===== config.mk =====
export PLATFORM = sky130hd
export DESIGN_NAME = calc_dispatch_sched
export DESIGN_NICKNAME = d
export VERILOG_FILES = /design/src/rtl/calc_disp_pkg.sv /design/src/rtl/calc_rr_arb4.sv /design/src/rtl/calc_dispatch_sched.sv
export SDC_FILE = /design/constraint.sdc
export NUM_CORES = 1
export LEC_CHECK = 0
export CAP_MARGIN = 20
export CORE_ASPECT_RATIO = 0.6
export CORE_MARGIN = 5
export CORE_UTILIZATION = 45
export DETAILED_ROUTE_END_ITERATION = 16
export PLACE_DENSITY = 0.76
export SYNTH_ARGS = -nofsm -noshare
export SYNTH_HDL_FRONTEND = slang
export SYNTH_SLANG_ARGS = --single-unit
export TNS_END_PERCENT = 30

===== constraint.sdc =====
create_clock -name c_clk -period 2.9 [get_ports c_clk]
set_input_delay 0.29 -clock c_clk [delete_from_list [all_inputs] [get_ports c_clk]]
set_output_delay 0.29 -clock c_clk [all_outputs]
set_load 0.01 [all_outputs]

===== src/rtl/calc_disp_pkg.sv =====
// Shared constants, port FSM encoding and command-class helper for the
// two-ALU dispatch scheduler.
package calc_disp_pkg;

    localparam int         NUM_PORTS    = 4;
    localparam logic [3:0] ALU1_MAX_CMD = 4'b0011;
    localparam int         CMD_W        = 4;
    localparam int         TAG_W        = 2;
    localparam int         PORT_W       = 2;

    typedef enum logic [1:0] {
        ST_IDLE  = 2'b00,
        ST_PEND  = 2'b01,
        ST_INFLT = 2'b10
    } port_state_e;

    // Command 0 is never held, so any held command above max_cmd is ALU2 work.
    function automatic logic is_alu1_cmd(input logic [CMD_W-1:0] cmd,
                                         input logic [CMD_W-1:0] max_cmd);
        return (cmd != '0) && (cmd <= max_cmd);
    endfunction

endpackage


===== src/rtl/calc_rr_arb4.sv =====
// Four-request round-robin arbiter; a winner that was offered but not taken
// is held until the consumer accepts it.
module calc_rr_arb4
    import calc_disp_pkg::*;
(
    input  logic              clk,
    input  logic              rst,
    input  logic [3:0]        req,
    input  logic              rdy,
    output logic              vld,
    output logic [PORT_W-1:0] grant
);

    logic [PORT_W-1:0] ptr_reg, ptr_next;
    logic              lock_reg, lock_next;
    logic [PORT_W-1:0] lock_idx_reg, lock_idx_next;
    logic              found;
    logic [PORT_W-1:0] search_idx;
    logic [PORT_W-1:0] cand;

    always_comb begin
        found      = 1'b0;
        search_idx = ptr_reg;
        cand       = ptr_reg;
        for (int i = 0; i < 4; i++) begin
            cand = ptr_reg + PORT_W'(i);
            if (!found && req[cand]) begin
                found      = 1'b1;
                search_idx = cand;
            end
        end
    end

    // Replay the stalled winner instead of re-searching.
    always_comb begin
        if (lock_reg && req[lock_idx_reg]) begin
            vld   = 1'b1;
            grant = lock_idx_reg;
        end else begin
            vld   = found;
            grant = search_idx;
        end
    end

    assign ptr_next      = (vld && rdy) ? grant + PORT_W'(1) : ptr_reg;
    assign lock_next     = vld && !rdy;
    assign lock_idx_next = grant;

    always_ff @(posedge clk or posedge rst) begin
        if (rst) begin
            ptr_reg      <= '0;
            lock_reg     <= 1'b0;
            lock_idx_reg <= '0;
        end else begin
            ptr_reg      <= ptr_next;
            lock_reg     <= lock_next;
            lock_idx_reg <= lock_idx_next;
        end
    end

endmodule


===== src/rtl/calc_dispatch_sched.sv =====
// Per-port command holding FSMs feeding two independently arbitrated ALUs,
// with completion tracking and a sticky bad-completion flag.
module calc_dispatch_sched
    import calc_disp_pkg::*;
#(
    parameter int         NUM_PORTS    = calc_disp_pkg::NUM_PORTS,
    parameter logic [3:0] ALU1_MAX_CMD = calc_disp_pkg::ALU1_MAX_CMD
) (
    input  logic                       c_clk,
    input  logic                       reset,
    input  logic [NUM_PORTS-1:0]       req_vld,
    input  logic [NUM_PORTS*CMD_W-1:0] req_cmd,
    input  logic [NUM_PORTS*TAG_W-1:0] req_tag,
    output logic [NUM_PORTS-1:0]       req_rdy,
    output logic                       alu1_in_vld,
    output logic [CMD_W-1:0]           alu1_in_cmd,
    output logic [PORT_W-1:0]          alu1_in_port,
    output logic [TAG_W-1:0]           alu1_in_tag,
    input  logic                       alu1_in_rdy,
    output logic                       alu2_in_vld,
    output logic [CMD_W-1:0]           alu2_in_cmd,
    output logic [PORT_W-1:0]          alu2_in_port,
    output logic [TAG_W-1:0]           alu2_in_tag,
    input  logic                       alu2_in_rdy,
    input  logic                       alu1_done,
    input  logic [PORT_W-1:0]          alu1_done_port,
    input  logic                       alu2_done,
    input  logic [PORT_W-1:0]          alu2_done_port,
    output logic [NUM_PORTS-1:0]       port_busy,
    output logic                       err_bad_done
);

    logic [NUM_PORTS-1:0]       elig1, elig2, inflt;
    logic [NUM_PORTS*CMD_W-1:0] hold_cmd_flat;
    logic [NUM_PORTS*TAG_W-1:0] hold_tag_flat;
    logic [PORT_W-1:0]          grant1, grant2;
    logic                       bad_done;
    logic                       err_reg;

    genvar gi;
    generate
        for (gi = 0; gi < NUM_PORTS; gi++) begin : g_port
            port_state_e      state_reg, state_next;
            logic [CMD_W-1:0] cmd_reg, cmd_next;
            logic [TAG_W-1:0] tag_reg, tag_next;
            logic [CMD_W-1:0] in_cmd;
            logic             done_hit, disp_hit;

            assign in_cmd   = req_cmd[gi*CMD_W +: CMD_W];
            assign done_hit = (alu1_done && alu1_done_port == PORT_W'(gi)) ||
                              (alu2_done && alu2_done_port == PORT_W'(gi));
            assign disp_hit = (alu1_in_vld && alu1_in_rdy && grant1 == PORT_W'(gi)) ||
                              (alu2_in_vld && alu2_in_rdy && grant2 == PORT_W'(gi));

            always_comb begin
                state_next = state_reg;
                cmd_next   = cmd_reg;
                tag_next   = tag_reg;
                case (state_reg)
                    ST_IDLE: begin
                        // A zero command is accepted but simply discarded.
                        if (req_vld[gi] && in_cmd != '0) begin
                            state_next = ST_PEND;
                            cmd_next   = in_cmd;
                            tag_next   = req_tag[gi*TAG_W +: TAG_W];
                        end
                    end
                    ST_PEND:  if (disp_hit) state_next = ST_INFLT;
                    ST_INFLT: if (done_hit) state_next = ST_IDLE;
                    default:  state_next = ST_IDLE;
                endcase
            end

            always_ff @(posedge c_clk or posedge reset) begin
                if (reset) begin
                    state_reg <= ST_IDLE;
                    cmd_reg   <= '0;
                    tag_reg   <= '0;
                end else begin
                    state_reg <= state_next;
                    cmd_reg   <= cmd_next;
                    tag_reg   <= tag_next;
                end
            end

            assign req_rdy[gi]   = (state_reg == ST_IDLE) && !reset;
            assign port_busy[gi] = (state_reg != ST_IDLE);
            assign inflt[gi]     = (state_reg == ST_INFLT);
            assign elig1[gi]     = (state_reg == ST_PEND) && is_alu1_cmd(cmd_reg, ALU1_MAX_CMD);
            assign elig2[gi]     = (state_reg == ST_PEND) && !is_alu1_cmd(cmd_reg, ALU1_MAX_CMD);
            assign hold_cmd_flat[gi*CMD_W +: CMD_W] = cmd_reg;
            assign hold_tag_flat[gi*TAG_W +: TAG_W] = tag_reg;
        end
    endgenerate

    calc_rr_arb4 u_arb1 (
        .clk   (c_clk),
        .rst   (reset),
        .req   (elig1),
        .rdy   (alu1_in_rdy),
        .vld   (alu1_in_vld),
        .grant (grant1)
    );

    calc_rr_arb4 u_arb2 (
        .clk   (c_clk),
        .rst   (reset),
        .req   (elig2),
        .rdy   (alu2_in_rdy),
        .vld   (alu2_in_vld),
        .grant (grant2)
    );

    // Payload reads as zero whenever nothing is offered.
    assign alu1_in_cmd  = alu1_in_vld ? hold_cmd_flat[grant1*CMD_W +: CMD_W] : '0;
    assign alu1_in_tag  = alu1_in_vld ? hold_tag_flat[grant1*TAG_W +: TAG_W] : '0;
    assign alu1_in_port = alu1_in_vld ? grant1 : '0;
    assign alu2_in_cmd  = alu2_in_vld ? hold_cmd_flat[grant2*CMD_W +: CMD_W] : '0;
    assign alu2_in_tag  = alu2_in_vld ? hold_tag_flat[grant2*TAG_W +: TAG_W] : '0;
    assign alu2_in_port = alu2_in_vld ? grant2 : '0;

    always_comb begin
        bad_done = 1'b0;
        if (alu1_done && !inflt[alu1_done_port]) bad_done = 1'b1;
        if (alu2_done && !inflt[alu2_done_port]) bad_done = 1'b1;
        if (alu1_done && alu2_done && alu1_done_port == alu2_done_port) bad_done = 1'b1;
    end

    always_ff @(posedge c_clk or posedge reset) begin
        if (reset) err_reg <= 1'b0;
        else       err_reg <= err_reg | bad_done;
    end

    assign err_bad_done = err_reg;

endmodule

==> metrics.cfg, run 1 <==
[cts]
root_buffer=clkbuf_8
path_clk_slew_ns=0.09
cts_tree=yes
cts.sinks=43
cts_buffers=5
hold_buffers=0
clockBufferDepth=2
htree_levels=2
clk_latency_ns=0.31

[routing]
post_drt_via_cell_ratio=5.760
drtAntennaViolNets=0
firstDrtPassIters=5
first_iter_violations=255
vias=2834
routedWlPerCell_um=19.74
wl_mm=9.711
drc=0

[sta]
hold_viol=0
rsz0062_at_grt=yes
fmax_ghz=0.3070
setup_ws_ns=-0.3568
setup_viol=12
tightest_slew_ns=0.5787
fin_hold_ws_ns=0.4955
final.setup.tns_ns=-2.359
slew_viol_final=0
slew_headroom=0.6134
min_period_ns=3.257
finClkSkew_ns=0.008610
fin_crit_sh=1.123

[layout]
fin_cells=492
syn2layout_area_growth_pct=53.38
drive_gt1_frac=0.3897
layout.nets=445
largest_reg_flops=16
antennaDiodeCount=0

[synth]
ys.flop_type=dfrtp_1
yosys_warnings=0
ys_seq_area_frac=0.3900
syn_inst=272
postSynthAreaPerCell_um2=10.14
ys_async_sr_fraction=1.000
synthesis.area_um2=2759
synth-seq-cells=43
synth.distinct_cells=56
synth-edff-count=0

[global_routing]
grt_pass1_vias=2684
track_usage=0.2249
grt_max_degree=44
overflow=0
antenna_found_initial=0
grt_pass1_wl_mm=14.15

[floorplan]
die_w_um=111.1
start_util=0.4577
chipHeight_um=70.65
row_count=22
die_area_um2=7848
coreArea_um2=6028
boundaryPins=65

[critical_path]
critPathCaptureType=primary output
crit_required_ns=2.61
max_stage_delay_ns=0.41
start_kind=register
slowest_stage=or3b_4
crit_chain=or2_1 > or3b_4 > mux2_4 > o22a_1 > mux2_4 > buf_6 > mux4_2 > and2_4 > buf_6
critPathMaxFanout=4
crit_arrival_ns=2.97
worstSetupPathType=register to primary output

[power_and_ir_drop]
p_leak_nw=1.881
fin_total_pwr_mw=6.975
peakVddDrop_mv=0.8370
p_per_area_nw_per_um2=1648

[place]
dpl.hpwl_mm=7.028
place_congestion=0.9345
pre_cts_ws_ns=-0.4535
io_buffers=62
dp.cells=467

[run]
drv_cap=0

[outcome]
violations=setup timing
status=complete, but fails checks

[worst_hold_path]
hold_path_class=register to register

-- synth_stat cells, drive strengths merged (2+ instances only) --
library cell,number,area (µm²)
a31o,2,17.52
mux2i,17,170.2
nand4,5,31.28
o22ai,11,68.82
o21ai,10,50.05
and2,7,43.79
nand2b,7,43.79
nor2b,6,37.54
or3,2,12.51
nor3b,5,37.54
nand3,9,45.04
a31oi,3,18.77
a22oi,3,22.52
mux4,6,138.9
a211oi,2,15.01
nand4b,2,17.52
nor4,6,37.54
or2,11,68.82
a21oi,6,30.03
o211a,3,30.03
nand3b,2,15.01
nand2,11,41.29
mux2,26,296.5
inv,15,56.30
dfrtp,43,1076
a21boi,3,26.27
xnor2,2,17.52
nor3,3,20.02
o31ai,2,15.01
o211ai,3,22.52
nor2,15,56.30
buf,6,35.03
-- report_power, final --
part           total, mW  switching [mW]  internal, mW
sequential          1.13           0.224         0.904
combinational       5.44            2.52          2.93
clock              0.404           0.232         0.172
-- path summary, 6_finish.rpt --
| path | start | to | slack, ns | cells past startpoint |
|---|---|---|---|---|
| setup / recovery | g_port[3].cmd_reg[2] | alu1_in_cmd[0] | -0.36 | 9 |
| hold / removal | err_bad_done | err_bad_done | 0.50 | 1 |
| setup reg to reg | g_port[3].cmd_reg[2] | g_port[2].state_reg[0] | -0.02 | 9 |
| hold reg to reg | err_bad_done | err_bad_done | 0.50 | 1 |
| max in group asynchronous | reset | g_port[0].cmd_reg[1] | 1.99 | 3 |
| min in group asynchronous | reset | g_port[1].state_reg[1] | 0.52 | 3 |
-- worst max-delay path, delay by kind of cell, from the launching register on --
family | cells | cell delay (ns)
AO/OA/AOI/OAI | 1 | 0.23
buffers and inverters | 2 | 0.25
flip-flops | 1 | 0.40
multiplexers | 3 | 0.95
AND/OR/NAND/NOR | 3 | 0.82
-- per-stage QoR --
step / util / area (µm²)
floorplan: - / 2763
global placement: 0.6459 / 3894
detailed placement: 0.6459 / 3894
CTS: 0.6704 / 4041
global route: 0.7020 / 4232
finish: 0.7020 / 4232
-- area by class of cell --
type / count / area, µm²
sequential: 43 / 1076
inverter: 15 / 56.30
fill: 441 / 1797
tap: 84 / 105.1
timing repair buffer: 134 / 1199
multi-input combinational: 208 / 1702
clock buffer: 5 / 68.82
clock inverter: 3 / 25.02
-- layer usage --
| metal | wire [µm] | up-vias | global-route usage |
|---|---|---|---|
| met2 | 4318 | 157 | 0.3273 |
| met4 | 142 | 0 | 0.03914 |
| met1 | 4306 | 1367 | 0.3407 |
| met5 | 0 | - | 0 |
| met3 | 945 | 16 | 0.05983 |
| li1 | - | 1294 | - |
-- cells in the final DEF (no fill, tap or decap), drive strengths merged, types with 5 or more instances in the layout --
| cell type | instances |
|---|---|
| nor2b | 6 |
| clkbuf | 6 |
| nand2b | 7 |
| buf | 84 |
| mux2 | 26 |
| nor4 | 6 |
| nor3b | 5 |
| inv | 15 |
| and2 | 7 |
| dfrtp | 43 |
| o21ai | 10 |
| o22ai | 11 |
| clkdlybuf4s50 | 47 |
| mux4 | 6 |
| a21oi | 6 |
| mux2i | 17 |
| nand4 | 5 |
| nand3 | 9 |
| nand2 | 11 |
| or2 | 11 |
| nor2 | 15 |
-- cells by family after synthesis --
kind of cell	Yosys count	synth area share
muxes	49	0.2195
other	1	0.001359
xor gates and xnor gates	3	0.009526
AOI/OAI and AO/OA	59	0.1497
buffers and inverters	22	0.03446
DFF	43	0.3900
and+or+nand+nor	95	0.1955
-- timing repair --
| item | 4_1_cts | 5_1_grt |
|---|---|---|
| endpoints found under the setup margin | 15 | 20 |
| cloned | 0 | 1 |
| gates resized for setup | 70 | 22 |
| pin swaps | 12 | 14 |
| setup buffers | 5 | 11 |
Power figures use the tool's default switching activity.
==> inputs of run 2 (changes only) <==
CORE_UTILIZATION = 46   (was 45)
GPL_TIMING_DRIVEN = 0   (was unset)
SYNTH_HIERARCHICAL = 1   (was unset)
==> run 2 against run 1 <==
The flow still finishes with violations (setup timing). Critical path depth rose by 3. Sequential cell count is the same. First-iteration DRC count up 82%. Wire length grew 33%. Die area up 5.5%. Clock-buffer cell count increased by 3. Critical endpoint unchanged. Largest cell class unchanged.
==> metrics.cfg, run 2 <==
[critical_path]
cp_num_buf_inv=4  ; +2
crit_required_ns=2.61  ; about the same
crit_top_cell=buf_6
start_kind=register
worstSetupPathType=register to primary output
cp_top_family=simple AND/OR/NAND/NOR gates
critPathCaptureType=primary output
critPathMaxFanout=5  ; +1
max_stage_delay_ns=0.48  ; +0.07 ns
crit_chain=and2b_2 > nor4b_4 > buf_4 > nand2_1 > a21oi_1 > o221ai_2 > mux2i_4 > buf_6 > buf_6 > mux4_2 > and2_4 > buf_6
slowest_stage=mux4_2
crit_arrival_ns=3.23  ; +0.26 ns

[sta]
rsz0062_at_grt=yes
tightest_slew_ns=0.6235  ; +0.04479 ns
fmax_ghz=0.2841  ; -7.5%
min_period_ns=3.520  ; +0.2627 ns
slew_viol_final=0  ; unchanged
hold_viol=0  ; unchanged
fin_crit_sh=1.214  ; +0.09059
setup_viol=24  ; +12
setup_ws_ns=-0.6195  ; -0.2627 ns
slew_headroom=0.5809  ; -0.03249
finClkSkew_ns=0.008000  ; -0.0006103 ns

[layout]
fin_util=0.7778  ; +0.07580
final_area_um2=4838  ; +14%
layout_common_cells=buf_4, clkdlybuf4s50_1, buf_6
largest_reg_flops=16  ; unchanged
drive_gt1_frac=0.4952  ; +0.1055
final_common_cell=buf_4
layout.nets=451  ; +1.3%
regArea_um2=1090  ; +1.3%
num-fill-cells=368  ; -17%
syn2layout_area_growth_pct=61.53
multiInputGateArea_um2=2132  ; +25%
antennaDiodeCount=0  ; unchanged

[routing]
first_iter_violations=463  ; +82%
vias=3231  ; +14%
post_drt_via_cell_ratio=6.488  ; +13%
wl_mm=12.92  ; +33%
routedWlPerCell_um=25.94  ; +31%
drtAntennaViolNets=0  ; unchanged
drc=0  ; unchanged
firstDrtPassIters=5  ; unchanged

[global_routing]
track_usage=0.2784  ; +0.05349
grt.busiest_layer=met2
grt_pass1_wl_mm=17.64  ; +25%
use_met1=0.3564  ; +0.01573
met3_usage=0.1050  ; +0.04517
grt_max_degree=25  ; -43%
antenna_found_initial=0  ; unchanged
met2_usage=0.4339  ; +0.1066
grt_pass1_vias=3252  ; +21%
overflow=0  ; unchanged

[cts]
clk_latency_ns=0.31  ; about the same
htree_levels=2  ; unchanged
clockBufferDepth=2  ; unchanged
cts_buffers=5  ; unchanged
cts.sinks=43  ; unchanged
root_buffer=clkbuf_8
path_clk_slew_ns=0.08  ; about the same
cts_tree=yes

[synth]
ys_async_sr_fraction=1.000  ; unchanged
postSynthAreaPerCell_um2=10.89  ; +7.4%
syn_inst=275  ; +1.1%
ys.flop_type=dfrtp_1
synth.area.top_cells=dfrtp_1, mux4_2, mux2_1
synth_largest_area_cell=dfrtp_1
yosys_warnings=6  ; +6
yosysMostFrequentCell=dfrtp_1
synth_top_area_frac=0.3592  ; -0.03079
synthTopCellsByCount=dfrtp_1, nor2_1, and2_1, mux2_1, mux4_2
synthesis.area_um2=2995  ; +8.6%
synth.distinct_cells=49  ; -13%
synth-seq-cells=43  ; unchanged
ys_seq_area_frac=0.3592  ; -0.03079
synth-edff-count=0  ; unchanged
syn_nets=313

[place]
place_congestion=0.8844  ; -5.4%
io_buffers=62  ; unchanged
dpl.hpwl_mm=6.484  ; -7.7%
place_area_um2=3796  ; -2.5%
pre_cts_ws_ns=-1.044  ; -0.5903 ns

[floorplan]
start_util=0.4815  ; +0.02384
row_count=22  ; unchanged
boundaryPins=65  ; unchanged
chipHeight_um=72.51  ; +2.6%
die_w_um=114.2  ; +2.8%
coreArea_um2=6221  ; +3.2%
die_area_um2=8278  ; +5.5%

[outcome]
violations=setup timing
status=complete, but fails checks

[run]
drv_cap=0  ; unchanged

[worst_hold_path]
hold_path_class=input port to register

[run 2: changes by cell type after synthesis, moves of 6 or more]
cell	previous run	this run
o22ai_1	11	2
mux4_2	5	15
mux2_1	0	18
and2_1	7	18
mux2_2	25	4
nor2b_1	6	12
mux2i_1	17	9
or2_2	10	0
[run 2: kinds of logic after synthesis]
| group | count (synthesis) | share of synthesized area |
|---|---|---|
| multiplexers | 52 | 0.2556 |
| XOR/XNOR | 4 | 0.01170 |
| AND/OR/NAND/NOR | 110 | 0.2406 |
| flip-flops | 43 | 0.3592 |
| buffers and inverters | 24 | 0.03717 |
| AO/OA/AOI/OAI | 42 | 0.09566 |
[run 2: path summary, 6_finish.rpt]
| path | slack [ns] | start | cells after the start | to |
|---|---|---|---|---|
| max | -0.62 | g_port[3].state_reg[1] | 12 | alu1_in_cmd[0] |
| min | 0.41 | alu1_done_port[1] | 3 | err_bad_done |
| max reg2reg | -0.29 | g_port[0].cmd_reg[3] | 14 | g_port[0].state_reg[0] |
| min reg2reg | 0.47 | err_bad_done | 1 | err_bad_done |
| max in group asynchronous | 1.87 | reset | 3 | g_port[1].cmd_reg[0] |
| min in group asynchronous | 0.43 | reset | 2 | u_arb1/lock_idx_reg[1] |
[run 2: timing repair]
action | CTS | global route
hold buffers | 0 | 0
setup buffers | 56 | 10
setup endpoints to repair | 26 | 23
pin swaps | 29 | 18
gates cloned | 2 | 0
resized for setup | 162 | 42
[run 2: final cells by class]
type / instances / share of cell area
Tap cell: 84 / 0.02172
Sequential cell: 43 / 0.2252
Multi-Input combinational cell: 208 / 0.4407
Clock buffer: 8 / 0.02069
Timing Repair Buffer: 131 / 0.2532
Buffer: 12 / 0.02922
Inverter: 12 / 0.009310
[run 2: stage by stage]
step,instances,setup TNS (ns),hold WS [ns]
CTS,488,-3.112,0.4175
floorplan,275,-0.05414,0.06852
global placement,421,-13.37,0.4536
global route,498,-8.456,0.4275
finish,498,-7.623,0.4088
detailed placement,422,-16.25,0.4532
[run 2: worst min-delay path: cells and delay by family]
kind,cells,cell delay [ns]
AOI/OAI and AO/OA,2,0.24
buffers and inverters,1,0.16
[run 2: metal layers]
metal	vias to the layer above	wire, µm
met3	90	1852
met2	317	5396
met4	0	757
met1	1531	4911
met5	-	0
li1	1293	-
Power of run 2 is not shown: default switching activity piles up to over one toggle a cycle in this logic, so the estimate is an artifact.
==> inputs of run 3 (changes only) <==
PLACE_DENSITY = 0.8   (was 0.76)
==> run 3 against run 2 <==
The flow still finishes with violations (setup timing). Worst hold slack better by 0.012 ns. Critical path depth is 1 lower. First-iteration DRC count is 26% lower. Non-clock buffer count is 10 lower. Utilization is 3.7 points lower. Critical endpoint is now alu1_in_cmd[3]. Largest cell class unchanged. Highest routed layer unchanged.
==> metrics.cfg, run 3 (synthesized netlist as in run 2, its figures left out) <==
[cts]
path_clk_slew_ns=0.08  ; about the same
clk_latency_ns=0.31  ; about the same
cts_buffers=5  ; unchanged
cts_tree=yes
cts.sinks=43  ; unchanged
clockBufferDepth=2  ; unchanged
htree_levels=2  ; unchanged
root_buffer=clkbuf_8

[global_routing]
grt_pass1_wl_mm=17.16  ; -2.7%
track_usage=0.2698  ; -0.008611
overflow=0  ; unchanged
grt_pass1_vias=3077  ; -5.4%
antenna_found_initial=0  ; unchanged
grt_max_degree=24  ; -4.0%

[critical_path]
crit_chain=nand2b_4 > nor4_4 > mux2_4 > nand3b_1 > nand2_4 > mux2i_4 > buf_6 > buf_6 > mux4_2 > and2_4 > buf_6
crit_required_ns=2.61  ; about the same
crit_top_cell=buf_6
worstSetupPathType=register to primary output
critPathCaptureType=primary output
max_stage_delay_ns=0.49  ; about the same
crit_arrival_ns=3.08  ; -0.15 ns
start_kind=register
critPathMaxFanout=5  ; unchanged
slowest_stage=mux4_2

[place]
io_buffers=62  ; unchanged
dp.cells=422  ; unchanged
dpl.hpwl_mm=6.425  ; -0.91%
pre_cts_ws_ns=-1.018  ; +0.02566 ns
place_congestion=0.8719  ; -1.4%

[layout]
syn2layout_area_growth_pct=53.88
layout.nets=441  ; -2.2%
fin_util=0.7409  ; -0.03681
fin_cells=488  ; -2.0%
antennaDiodeCount=0  ; unchanged
final_common_cell=buf_4
drive_gt1_frac=0.4480  ; -0.04715
largest_reg_flops=16  ; unchanged
layout_common_cells=buf_4, clkdlybuf4s50_1, dfrtp_1

[sta]
finClkSkew_ns=0.005276  ; -0.002724 ns
setup_viol=16  ; -33%
fin_crit_sh=1.162  ; -0.05175
hold_viol=0  ; unchanged
slew_viol_final=0  ; unchanged
final.setup.tns_ns=-5.257  ; +2.366 ns
tightest_slew_ns=0.5729  ; -0.05059 ns
fmax_ghz=0.2968  ; +4.5%
slew_headroom=0.6177  ; +0.03678
setup_ws_ns=-0.4695  ; +0.1501 ns
rsz0062_at_grt=yes
min_period_ns=3.369  ; -0.1501 ns

[floorplan]
die_area_um2=8278  ; unchanged
row_count=22  ; unchanged
chipHeight_um=72.51  ; unchanged
start_util=0.4815  ; unchanged
coreArea_um2=6221  ; unchanged
boundaryPins=65  ; unchanged
die_w_um=114.2  ; unchanged

[routing]
highest_layer=met4
wl_mm=11.05  ; -14%
first_iter_violations=341  ; -26%
vias=3047  ; -5.7%
wirelength_met1_mm=4.600  ; -6.3%
drc=0  ; unchanged
wl_met3_mm=1.348  ; -27%
met2WireLength_mm=4.691  ; -13%
post_drt_via_cell_ratio=6.244  ; -3.8%
firstDrtPassIters=5  ; unchanged
routedWlPerCell_um=22.64  ; -13%
drtAntennaViolNets=0  ; unchanged

[outcome]
violations=setup timing
status=complete, but fails checks

[run]
drv_cap=0  ; unchanged

[worst_hold_path]
hold_path_class=input port to register

==> run 3: cell count changes in the layout (fill, tap and decap cells not counted), sizes merged <==
cell | previous run | this run
clkinv | 0 | 1
buf | 93 | 81
clkdlybuf4s15 | 1 | 2
==> run 3: layer usage <==
| layer | GRT usage | vias to the layer above |
|---|---|---|
| li1 | - | 1277 |
| met4 | 0.08169 | 0 |
| met5 | 0 | - |
| met1 | 0.3564 | 1494 |
| met3 | 0.09667 | 44 |
| met2 | 0.4189 | 232 |
==> run 3: path summary, 6_finish.rpt <==
check                                            start  depth (start not counted)  slack (ns)                      to
worst max-delay path            g_port[1].state_reg[1]                         11       -0.47          alu1_in_cmd[3]
worst min-delay path                 alu1_done_port[1]                          3        0.42            err_bad_done
worst max register to register  g_port[1].state_reg[1]                         14        0.06  g_port[1].state_reg[0]
worst min register to register            err_bad_done                          1        0.47            err_bad_done
max in group asynchronous                        reset                          3        1.78    g_port[1].cmd_reg[2]
min in group asynchronous                        reset                          2        0.45         u_arb1/lock_reg
==> run 3: layout make-up <==
class | count | area (µm²)
tap | 84 | 105.1
buffer | 11 | 116.4
clock buffer | 7 | 76.32
sequential | 43 | 1087
clock inverter | 1 | 5.005
multi-input combinational | 208 | 2054
timing repair buffer | 122 | 1120
fill | 395 | 1612
inverter | 12 | 45.04
==> run 3: critical path: cells and delay by family (launching register included) <==
family        cells  cell delay, ns
mux               3            1.04
flops             1            0.40
buf+inv           3            0.38
simple gates      5            0.94
==> run 3: metrics by stage <==
step	cell area, µm²	hold WS (ns)
global route	4609	0.4635
finish	4609	0.4209
floorplan	3050	0.06852
global placement	3776	0.4534
detailed placement	3804	0.4554
CTS	4536	0.4129
==> run 3: repair_timing <==
| action | CTS | global route |
|---|---|---|
| endpoints found under the setup margin | 26 | 20 |
| setup buffers | 51 | 8 |
| gates cloned | 1 | 0 |
| pin swaps | 30 | 7 |
| hold buffers | 0 | 0 |
| gates resized for setup | 148 | 21 |
Power of run 3 is left out for the same reason.
==> RTL change (config.mk and constraints of run 1) <==
Encoding of `port_state_e`: now one-hot (3 bits for 3 states).
--- a/src/rtl/calc_disp_pkg.sv
+++ b/src/rtl/calc_disp_pkg.sv
@@ -9,8 +9,8 @@
     localparam int         PORT_W       = 2;
 
-    typedef enum logic [1:0] {
-        ST_IDLE  = 2'b00,
-        ST_PEND  = 2'b01,
-        ST_INFLT = 2'b10
+    typedef enum logic [2:0] {
+        ST_IDLE  = 3'b001,
+        ST_PEND  = 3'b010,
+        ST_INFLT = 3'b100
     } port_state_e;
 
Formal check against the unedited RTL: no difference found for any inputs over 4 cycles, from zero or initial values and one cycle with reset high; so few cycles prove little.
==> RTL change against run 1 <==
  * Clock power rose by 28%
  * Non-clock buffer count rose by 5
  * Count of clock-buffer cells in the layout rose by 1
  * Design area rose by 8.2%
  * Setup slack improved by 190 ps
  * Critical path depth rose by 1
  * Wire length rose by 3.6%
  * First-iteration DRC count fell by 1.2%
  * Core utilization fell by 0.44 points
  * Critical endpoint is now alu2_in_cmd[0]
  * Power fell by 18%
  * The run still ends with negative setup slack left
  * Sequential cell count rose by 4
  * Synthesized area rose by 8.6%
  * Clock skew fell by 5.1 ps
  * Largest cell class unchanged
==> RTL change: results (changes against run 1) <==
1st-iter DRT viols: 252 (-1.2%)
largest net degree at the start of global routing: 32 (-27%)
Synth area leaders: dfrtp_1, mux2_2, mux2i_1
P_comb: 3.89 mW (-28%)
wl on met1: 4730 um (+9.7%)
Worst EP arrival: 2770 ps (-200 ps)
status: complete, but fails checks
mux cell area share after synthesis: 15.5% (-6.4 points)
Seq/Total Area, Yosys: 39.4% (+0.41 points)
compound-gate portion of the synthesized area: 18.8% (+3.9 points)
fillcell total: 509 (+15%)
Worst Slack Setup Final: -164 ps (+192 ps)
routed wl met2: 4500 um (+4.1%)
Power Density: 1250 mW/mm2 (-24%)
GR Util met2: 36.6% (+3.9 points)
post-DR vias/cell: 5.96 (+3.5%)
Post-Synth XOR/XNOR Area: 1.17% (+0.22 points)
Worst R2R Setup Slack: 60 ps (+80 ps)
worst-path fanout max: 6 (+2)
vias in the first global route: 3139 (+17%)
top post-synthesis cells by count: dfrtp_1, mux2_2, nand3_1
Final GP Congestion: 0.976 (+4.4%)
Place WS: -247 ps (+206 ps)
failing checks: negative setup slack
Nets: 483 (+8.5%)
final-report setup violation count: 10 (-2)
Leak Pwr: 2.00 nW (+6.1%)
DP Cell Count: 507 (+8.6%)
VDD IR-drop max: 742 uV (-11%)
Worst Tran Pin Value: 733 ps (+154 ps)
Clock Skews: 3.49 ps (-5.12 ps)
met3 Usage GRT: 4.39% (-1.6 points)
dpl cell area: 0.00414 mm2 (+6.4%)
Worst path top cell family by delay: compound AO/OA/AOI/OAI gates
layout cells sized above 1: 39.5% (+0.49 points)
GRT Total Usage: 23.9% (+1.4 points)
Fin Hold WS: 489 ps (-6.18 ps)
RTL change: worst paths after layout:
path / end / cells past startpoint / start
setup / recovery: alu2_in_cmd[0] / 10 / g_port[1].cmd_reg[3]
hold / removal: err_bad_done / 1 / err_bad_done
setup reg to reg: g_port[2].state_reg[1] / 11 / g_port[3].state_reg[2]
hold reg to reg: err_bad_done / 1 / err_bad_done
max in group asynchronous: g_port[2].state_reg[0] / 3 / reset
min in group asynchronous: g_port[0].state_reg[1] / 2 / reset
RTL change: timing repair:
| item | 4_1_cts | 5_1_grt |
|---|---|---|
| hold buffers | 0 | 0 |
| pin swaps | 11 | 12 |
| hold endpoints to repair | 0 | 0 |
| gates resized for setup | 67 | 27 |
| setup buffers | 11 | 7 |
| setup endpoints to repair | 15 | 19 |
RTL change: cell type report:
class                   count  area (um2)  area share [%]
clock buffers               6        82.6            1.80
clock inverters             2        38.8           0.847
inverters                  11        43.8           0.957
multi-input cells         241        1890            41.4
flip-flops and latches     47        1180            25.8
well taps                  87         109            2.38
repair buffers            139        1230            26.8
